===== config.mk =====
export PLATFORM = sky130hd
export DESIGN_NAME = multdiv_unit
export DESIGN_NICKNAME = d
export VERILOG_FILES = /design/src/rtl/multdiv_unit.sv
export SDC_FILE = /design/constraint.sdc
export NUM_CORES = 1
export LEC_CHECK = 0
export BUFFER_PORTS_ARGS = -buffer_cell sky130_fd_sc_hd__buf_4
export CORE_MARGIN = 2
export CORE_UTILIZATION = 62
export DETAILED_ROUTE_END_ITERATION = 6
export PLACE_DENSITY = 0.82
export SLEW_MARGIN = 15
export SYNTH_ARGS = -nofsm -noshare
export SYNTH_HDL_FRONTEND = slang
export SYNTH_SLANG_ARGS = --single-unit
export TNS_END_PERCENT = 1

===== constraint.sdc =====
create_clock -name clk -period 5.1 [get_ports clk]
set_input_delay 0.51 -clock clk [delete_from_list [all_inputs] [get_ports clk]]
set_output_delay 0.51 -clock clk [all_outputs]
set_load 0.02 [all_outputs]

===== src/rtl/multdiv_unit.sv =====
// Iterative 32-bit multiply/divide unit for the execute stage: one shift-add or
// restoring-subtract step per cycle, with sign correction applied when the result is written.
module multdiv_unit #(
    parameter int WIDTH = 32,
    parameter int STEPS = 32
) (
    input  logic             clk,
    input  logic             resetn,
    input  logic             valid,
    input  logic [1:0]       op,
    input  logic [WIDTH-1:0] a,
    input  logic [WIDTH-1:0] b,
    input  logic             flush,
    output logic [WIDTH-1:0] hi,
    output logic [WIDTH-1:0] lo,
    output logic             ok,
    output logic             busy,
    output logic [1:0]       stateDbg
);

    // Handshake: execute raises valid with stable operands and holds it until ok.
    // An op is taken on the edge where valid && !flush in IDLE. ok is high for
    // exactly one cycle (DONE), and the hazard unit releases the stall in that cycle.
    // flush drops whatever is in flight and wins over a same-cycle valid.

    typedef enum logic [1:0] {
        IDLE = 2'd0,
        BUSY = 2'd1,
        DONE = 2'd2
    } stateT;

    localparam int CW = $clog2(STEPS) + 1;
    localparam logic [CW-1:0] LAST_STEP = CW'(STEPS - 1);

    stateT state, nextState;

    logic             isDiv;
    logic             negRes;
    logic             negRem;
    logic             bZero;
    logic [WIDTH-1:0] origA;
    logic [WIDTH-1:0] magOp;
    logic [WIDTH-1:0] accHi;
    logic [WIDTH-1:0] accLo;
    logic [CW-1:0]    count;

    logic             accept;
    logic             opSigned;
    logic [WIDTH-1:0] absA;
    logic [WIDTH-1:0] absB;

    logic [WIDTH:0]     mulSum;
    logic [WIDTH:0]     divShift;
    logic               divGe;
    logic [WIDTH-1:0]   divDiff;
    logic [WIDTH-1:0]   nextHi;
    logic [WIDTH-1:0]   nextLo;
    logic [2*WIDTH-1:0] prod;
    logic [WIDTH-1:0]   finHi;
    logic [WIDTH-1:0]   finLo;

    assign accept   = (state == IDLE) && valid && !flush;
    assign opSigned = !op[0];
    assign absA     = (opSigned && a[WIDTH-1]) ? -a : a;
    assign absB     = (opSigned && b[WIDTH-1]) ? -b : b;

    // FSM state register
    always_ff @(posedge clk or negedge resetn) begin
        if (!resetn) begin
            state <= IDLE;
        end else begin
            state <= nextState;
        end
    end

    // FSM next state and status outputs
    always_comb begin
        nextState = state;
        case (state)
            IDLE:    if (valid) nextState = BUSY;
            BUSY:    if (count == LAST_STEP) nextState = DONE;
            DONE:    nextState = IDLE;
            default: nextState = IDLE;
        endcase
        if (flush) nextState = IDLE;
    end

    assign ok       = (state == DONE);
    assign busy     = (state != IDLE);
    assign stateDbg = state;

    // One iteration step. Multiply keeps {accHi, accLo} as {partial product, multiplier};
    // divide keeps {remainder, dividend/quotient} and shifts quotient bits into accLo.
    always_comb begin
        mulSum   = {1'b0, accHi} + (accLo[0] ? {1'b0, magOp} : '0);
        divShift = {accHi, accLo[WIDTH-1]};
        divGe    = divShift >= {1'b0, magOp};
        divDiff  = divShift[WIDTH-1:0] - magOp;
        if (isDiv) begin
            nextHi = divGe ? divDiff : divShift[WIDTH-1:0];
            nextLo = {accLo[WIDTH-2:0], divGe};
        end else begin
            nextHi = mulSum[WIDTH:1];
            nextLo = {mulSum[0], accLo[WIDTH-1:1]};
        end
    end

    // Sign correction of the value produced by the final step
    always_comb begin
        prod  = {nextHi, nextLo};
        finHi = nextHi;
        finLo = nextLo;
        if (!isDiv) begin
            if (negRes) prod = -prod;
            finHi = prod[2*WIDTH-1:WIDTH];
            finLo = prod[WIDTH-1:0];
        end else if (bZero) begin
            finHi = origA;
            finLo = '1;
        end else begin
            if (negRes) finLo = -nextLo;
            if (negRem) finHi = -nextHi;
        end
    end

    // Datapath: operand capture, iteration and result registers
    always_ff @(posedge clk or negedge resetn) begin
        if (!resetn) begin
            isDiv  <= 1'b0;
            negRes <= 1'b0;
            negRem <= 1'b0;
            bZero  <= 1'b0;
            origA  <= '0;
            magOp  <= '0;
            accHi  <= '0;
            accLo  <= '0;
            count  <= '0;
            hi     <= '0;
            lo     <= '0;
        end else if (flush) begin
            count <= '0;
        end else if (accept) begin
            isDiv  <= op[1];
            negRes <= opSigned && (a[WIDTH-1] ^ b[WIDTH-1]);
            negRem <= opSigned && op[1] && a[WIDTH-1];
            bZero  <= (b == '0);
            origA  <= a;
            magOp  <= op[1] ? absB : absA;
            accHi  <= '0;
            accLo  <= op[1] ? absA : absB;
            count  <= '0;
        end else if (state == BUSY) begin
            accHi <= nextHi;
            accLo <= nextLo;
            count <= count + 1'b1;
            if (count == LAST_STEP) begin
                hi <= finHi;
                lo <= finLo;
            end
        end
    end

endmodule


==> parameters.txt <==
Parameter                              Value

Detailed routing
  Routed via count divided by cell count ... about 6.9
  Number of DRC violations after detailed routing ... 2
  Number of violations reported at the end of detailed-routing iteration 0 ... between 3000 and 4000
  Count of nets left with antenna violations after detail routing ... 0
  Pre-antenna DRT Iters ... 7
  Detailed-route wire length per cell ... 24.96 µm
  Total Routed Length ... 71400 µm
  Detailed-route via count ... 19790

Clock tree
  Clock buffers created by TritonCTS ... 25
  Clk Tree Root Cell ... clkbuf_16
  Number of clock sinks seen by CTS ... 204
  # H-tree levels ... 1
  Clock Path Buffers ... 3
  Setup Fix Bufs, Post-CTS ... 0
  TritonCTS clock tree ... yes
  Clk Latency, worst-skew pair ... 0.55 ns
  Clock-pin slew on the worst setup and hold paths ... 0.06 ns

Timing
  Final Skew ... 0.008344 ns
  Period Utilization, post-route ... 0.9729
  Relative slew slack ... 0.2523
  Maximum operating frequency ... about 200 MHz
  Number of pins with negative max-slew slack in the final report ... 0
  Unrepaired setup endpoints after global routing ... false
  Final hold vios ... 0
  Shortest period the worst path allows ... 4.962 ns
  Setup TNS ... 0 ns
  Count of final setup violators ... 0
  Tightest Pin Transition ... 1.119 ns

Cells and area
  Non-Filler Cell Area, Final ... 20420 µm²
  Antenna diode count ... 0
  Final-layout fill cell count ... roughly 2400
  Share of post-route cells with drive strength above 1 ... 0.1256
  Area grow syn2layout ... 12.48%
  Nets@finish ... 2600

Synthesis
  Cell type with the largest total area after synthesis ... dfrtp_1
  Cell types occupying the most area after synthesis ... dfrtp_1 28%, nand2_1 7.2%, o21ai_0 5.9%
  Number of distinct library cell variants in the gate-level netlist after synthesis ... 105
  Netlist Area Pre-Place ... 18150 µm²
  Synthesized area divided by synthesized cell count ... 7.617 µm²
  Main flop type after synthesis ... dfrtp_1
  Post-synth top area share ... 0.2812
  Number of warning messages in the yosys log ... 0
  Syn Inst Count ... 2383
  Post-synth top cells ... 349 x nand2_1, 213 x o21ai_0, 207 x a21oi_1
  Sequential cell area fraction in the yosys report ... 0.2812
  Syn Nets ... roughly 2500
  Seq cells post-synth ... 204
  Count of flip-flops with a built-in enable after synthesis ... 0
  Post-synth ARST share ... 1.000
  Most repeated cell in the gate-level netlist after synthesis ... nand2_1

Run status
  Violated checks ... DRC
  Result of the run ... finished with violations

Setup path
  Nature of the critical path endpoint ... flip-flop
  CP Data Arrival Time ... around 5.4 ns
  Reg2reg path depth ... 15
  Cells along the critical path ... ha_1 > a21oi_1 > o21ai_0 > a21oi_1 > o221ai_4 > nor2_2 > buf_4 > o311ai_1 > a211oi_1 > buf_4 > and3_1 > a41oi_1 > xnor2_1 > o21ai_0 > o21ai_0
  Category of the critical setup timing path ... flip-flop to flip-flop
  Library cell appearing most often on the critical path ... o21ai_0
  Critical path launch point ... accHi[19]
  Type of origin of the critical path ... flip-flop
  Maximum single-stage delay on the critical path ... 0.58 ns
  Worst Path Required ... 5.50 ns
  Maximum fanout along the worst path ... 10
  Worst reg2reg startpoint ... accHi[19]
  Cell type of the slowest stage on the worst timing path ... a211oi_1

Pwr
  Register share of total power ... 0.189
  Psw ... 0.006387 W
  Part of the power in the clock network ... 0.152
  PD cells ... around 600 nW/µm²
  Switching part of the total power ... 0.5226
  Internal power contribution ... between 0.005 and 0.006 W
  Worst vdd rail ir drop ... 326.7 µV
  Combinational share of power ... 0.659
  Leakage ... just under 9 nW

Global route
  Via count of the first global-routing pass ... 18650
  Maximum number of pins on one net before global-route repair ... approximately 150
  Number of antenna violations at the first check in global routing ... 5
  Wire length of the first global-routing pass ... roughly 110000 µm
  GRT Resource Usage Total ... 0.4568
  Global route overflow ... 0

Die
  Chip Width ... 175.1 µm
  Placement Rows ... a little over 60
  CORE AREA ... 28780 µm²
  Die H ... 175.1 µm
  Initial core utilization ... 0.6307
  Area of the die ... 30660 µm²
  Num ports ... 138

Placed design
  Area after detailed placement ... 19570 µm²
  Post-DP HPWL ... 53370 µm
  RD Place Congestion ... 1.052
  Port buffer count ... 137

Hold path
  Worst hold path class ... input port to async pin

Run
  Number of max-cap violations ... 0
-- cell usage in the layout, fill, tap and decap left out, drive strengths merged, types with 26 or more instances in the layout --
| master | synthesis | layout |
|---|---|---|
| nand2 | 350 | 350 |
| o21ai | 229 | 229 |
| a21oi | 209 | 209 |
| buf | 42 | 206 |
| dfrtp | 204 | 204 |
| nor2 | 195 | 195 |
| xnor2 | 108 | 108 |
| nand3 | 76 | 76 |
| inv | 71 | 73 |
| xor2 | 72 | 72 |
| ha | 69 | 69 |
| o211ai | 56 | 56 |
| nor3 | 55 | 55 |
| mux2i | 44 | 44 |
| and2 | 42 | 42 |
| nand4 | 36 | 36 |
| o31ai | 33 | 33 |
| nand2b | 29 | 29 |
| clkbuf | 116 | 28 |
| a21o | 26 | 26 |
-- cells by family after synthesis --
family | share of synthesized area
and+or+nand+nor | 0.2361
AOI/OAI and AO/OA | 0.2654
buffers and inverters | 0.05204
DFF | 0.2812
xor gates and xnor gates | 0.08685
adders and majority gates | 0.04977
muxes | 0.02861
-- cell type report --
class,count,area (µm²),share of cell area
clock buffers,27,643.1,0.03150
clock inverters,18,185.2,0.009070
inverters,71,266.5,0.01305
multi-input cells,1950,12140,0.5944
flip-flops and latches,204,5109,0.2502
well taps,384,480.5,0.02353
repair buffers,207,1598,0.07826
-- timing repair --
action                     CTS  global route
resized for setup            0             5
hold buffers                 0             0
setup endpoints to repair    0             7
-- metal layers --
layer	global-route usage	routed length, µm	vias to the layer above
met4	0.3368	6626	10
met2	0.6969	30460	1494
met3	0.09704	8249	386
met5	0	67	-
li1	-	-	8718
met1	0.5707	25990	9178
-- worst max-delay path, delay by kind of cell (launching register included) --
family | cells | cell delay (ns)
xor gates and xnor gates | 1 | 0.19
DFF | 1 | 0.41
buffers and inverters | 2 | 0.47
and+or+nand+nor | 2 | 0.82
AOI/OAI and AO/OA | 9 | 2.51
adders and majority gates | 1 | 0.41
-- final timing paths --
path	endpoint	slack, ns
min in group clk	origA[5]	0.23
worst max register to register	hi[24]	0.14
worst min register to register	origA[20]	0.47
worst min-delay path	magOp[19]	0.02
worst max-delay path	hi[24]	0.14
max in group asynchronous	stateDbg[1]	3.93
-- stage by stage --
step / power, W / cells / hold WS, ns / utilization / setup slack, ns
6_report: 0.01222 / 2861 / 0.01592 / 0.7094 / 0.1382
4_1_cts: 0.01184 / 2861 / 0.1286 / 0.7088 / 0.3297
3_5_place_dp: 0.009955 / 2816 / 0.4556 / 0.6800 / 0.3385
3_3_place_gp: 0.009848 / 2816 / 0.4534 / 0.6800 / 0.3884
2_1_floorplan: 0.007397 / 2383 / 0.2144 / - / 0.8872
5_1_grt: 0.01274 / 2861 / 0.1066 / 0.7094 / 0.006512
-- sequential cells by signal, summed over array words and instances (netlist names), 2 cells and up --
register and flops:
accLo 32, origA 32, magOp 32, stateDbg 2
lo 32, count 6, accHi 32, hi 32
-- power by group through the flow --
stage / sequential [W] / combinational, W / clock, W
after floorplan: 0.00216 / 0.00524 / 0
after global placement: 0.00229 / 0.00756 / 0
after detailed placement: 0.00231 / 0.00765 / 0
after CTS: 0.00228 / 0.00770 / 0.00185
after global routing: 0.00232 / 0.00851 / 0.00191
final: 0.00231 / 0.00806 / 0.00186
No activity file was read; power rests on OpenSTA's default activity.
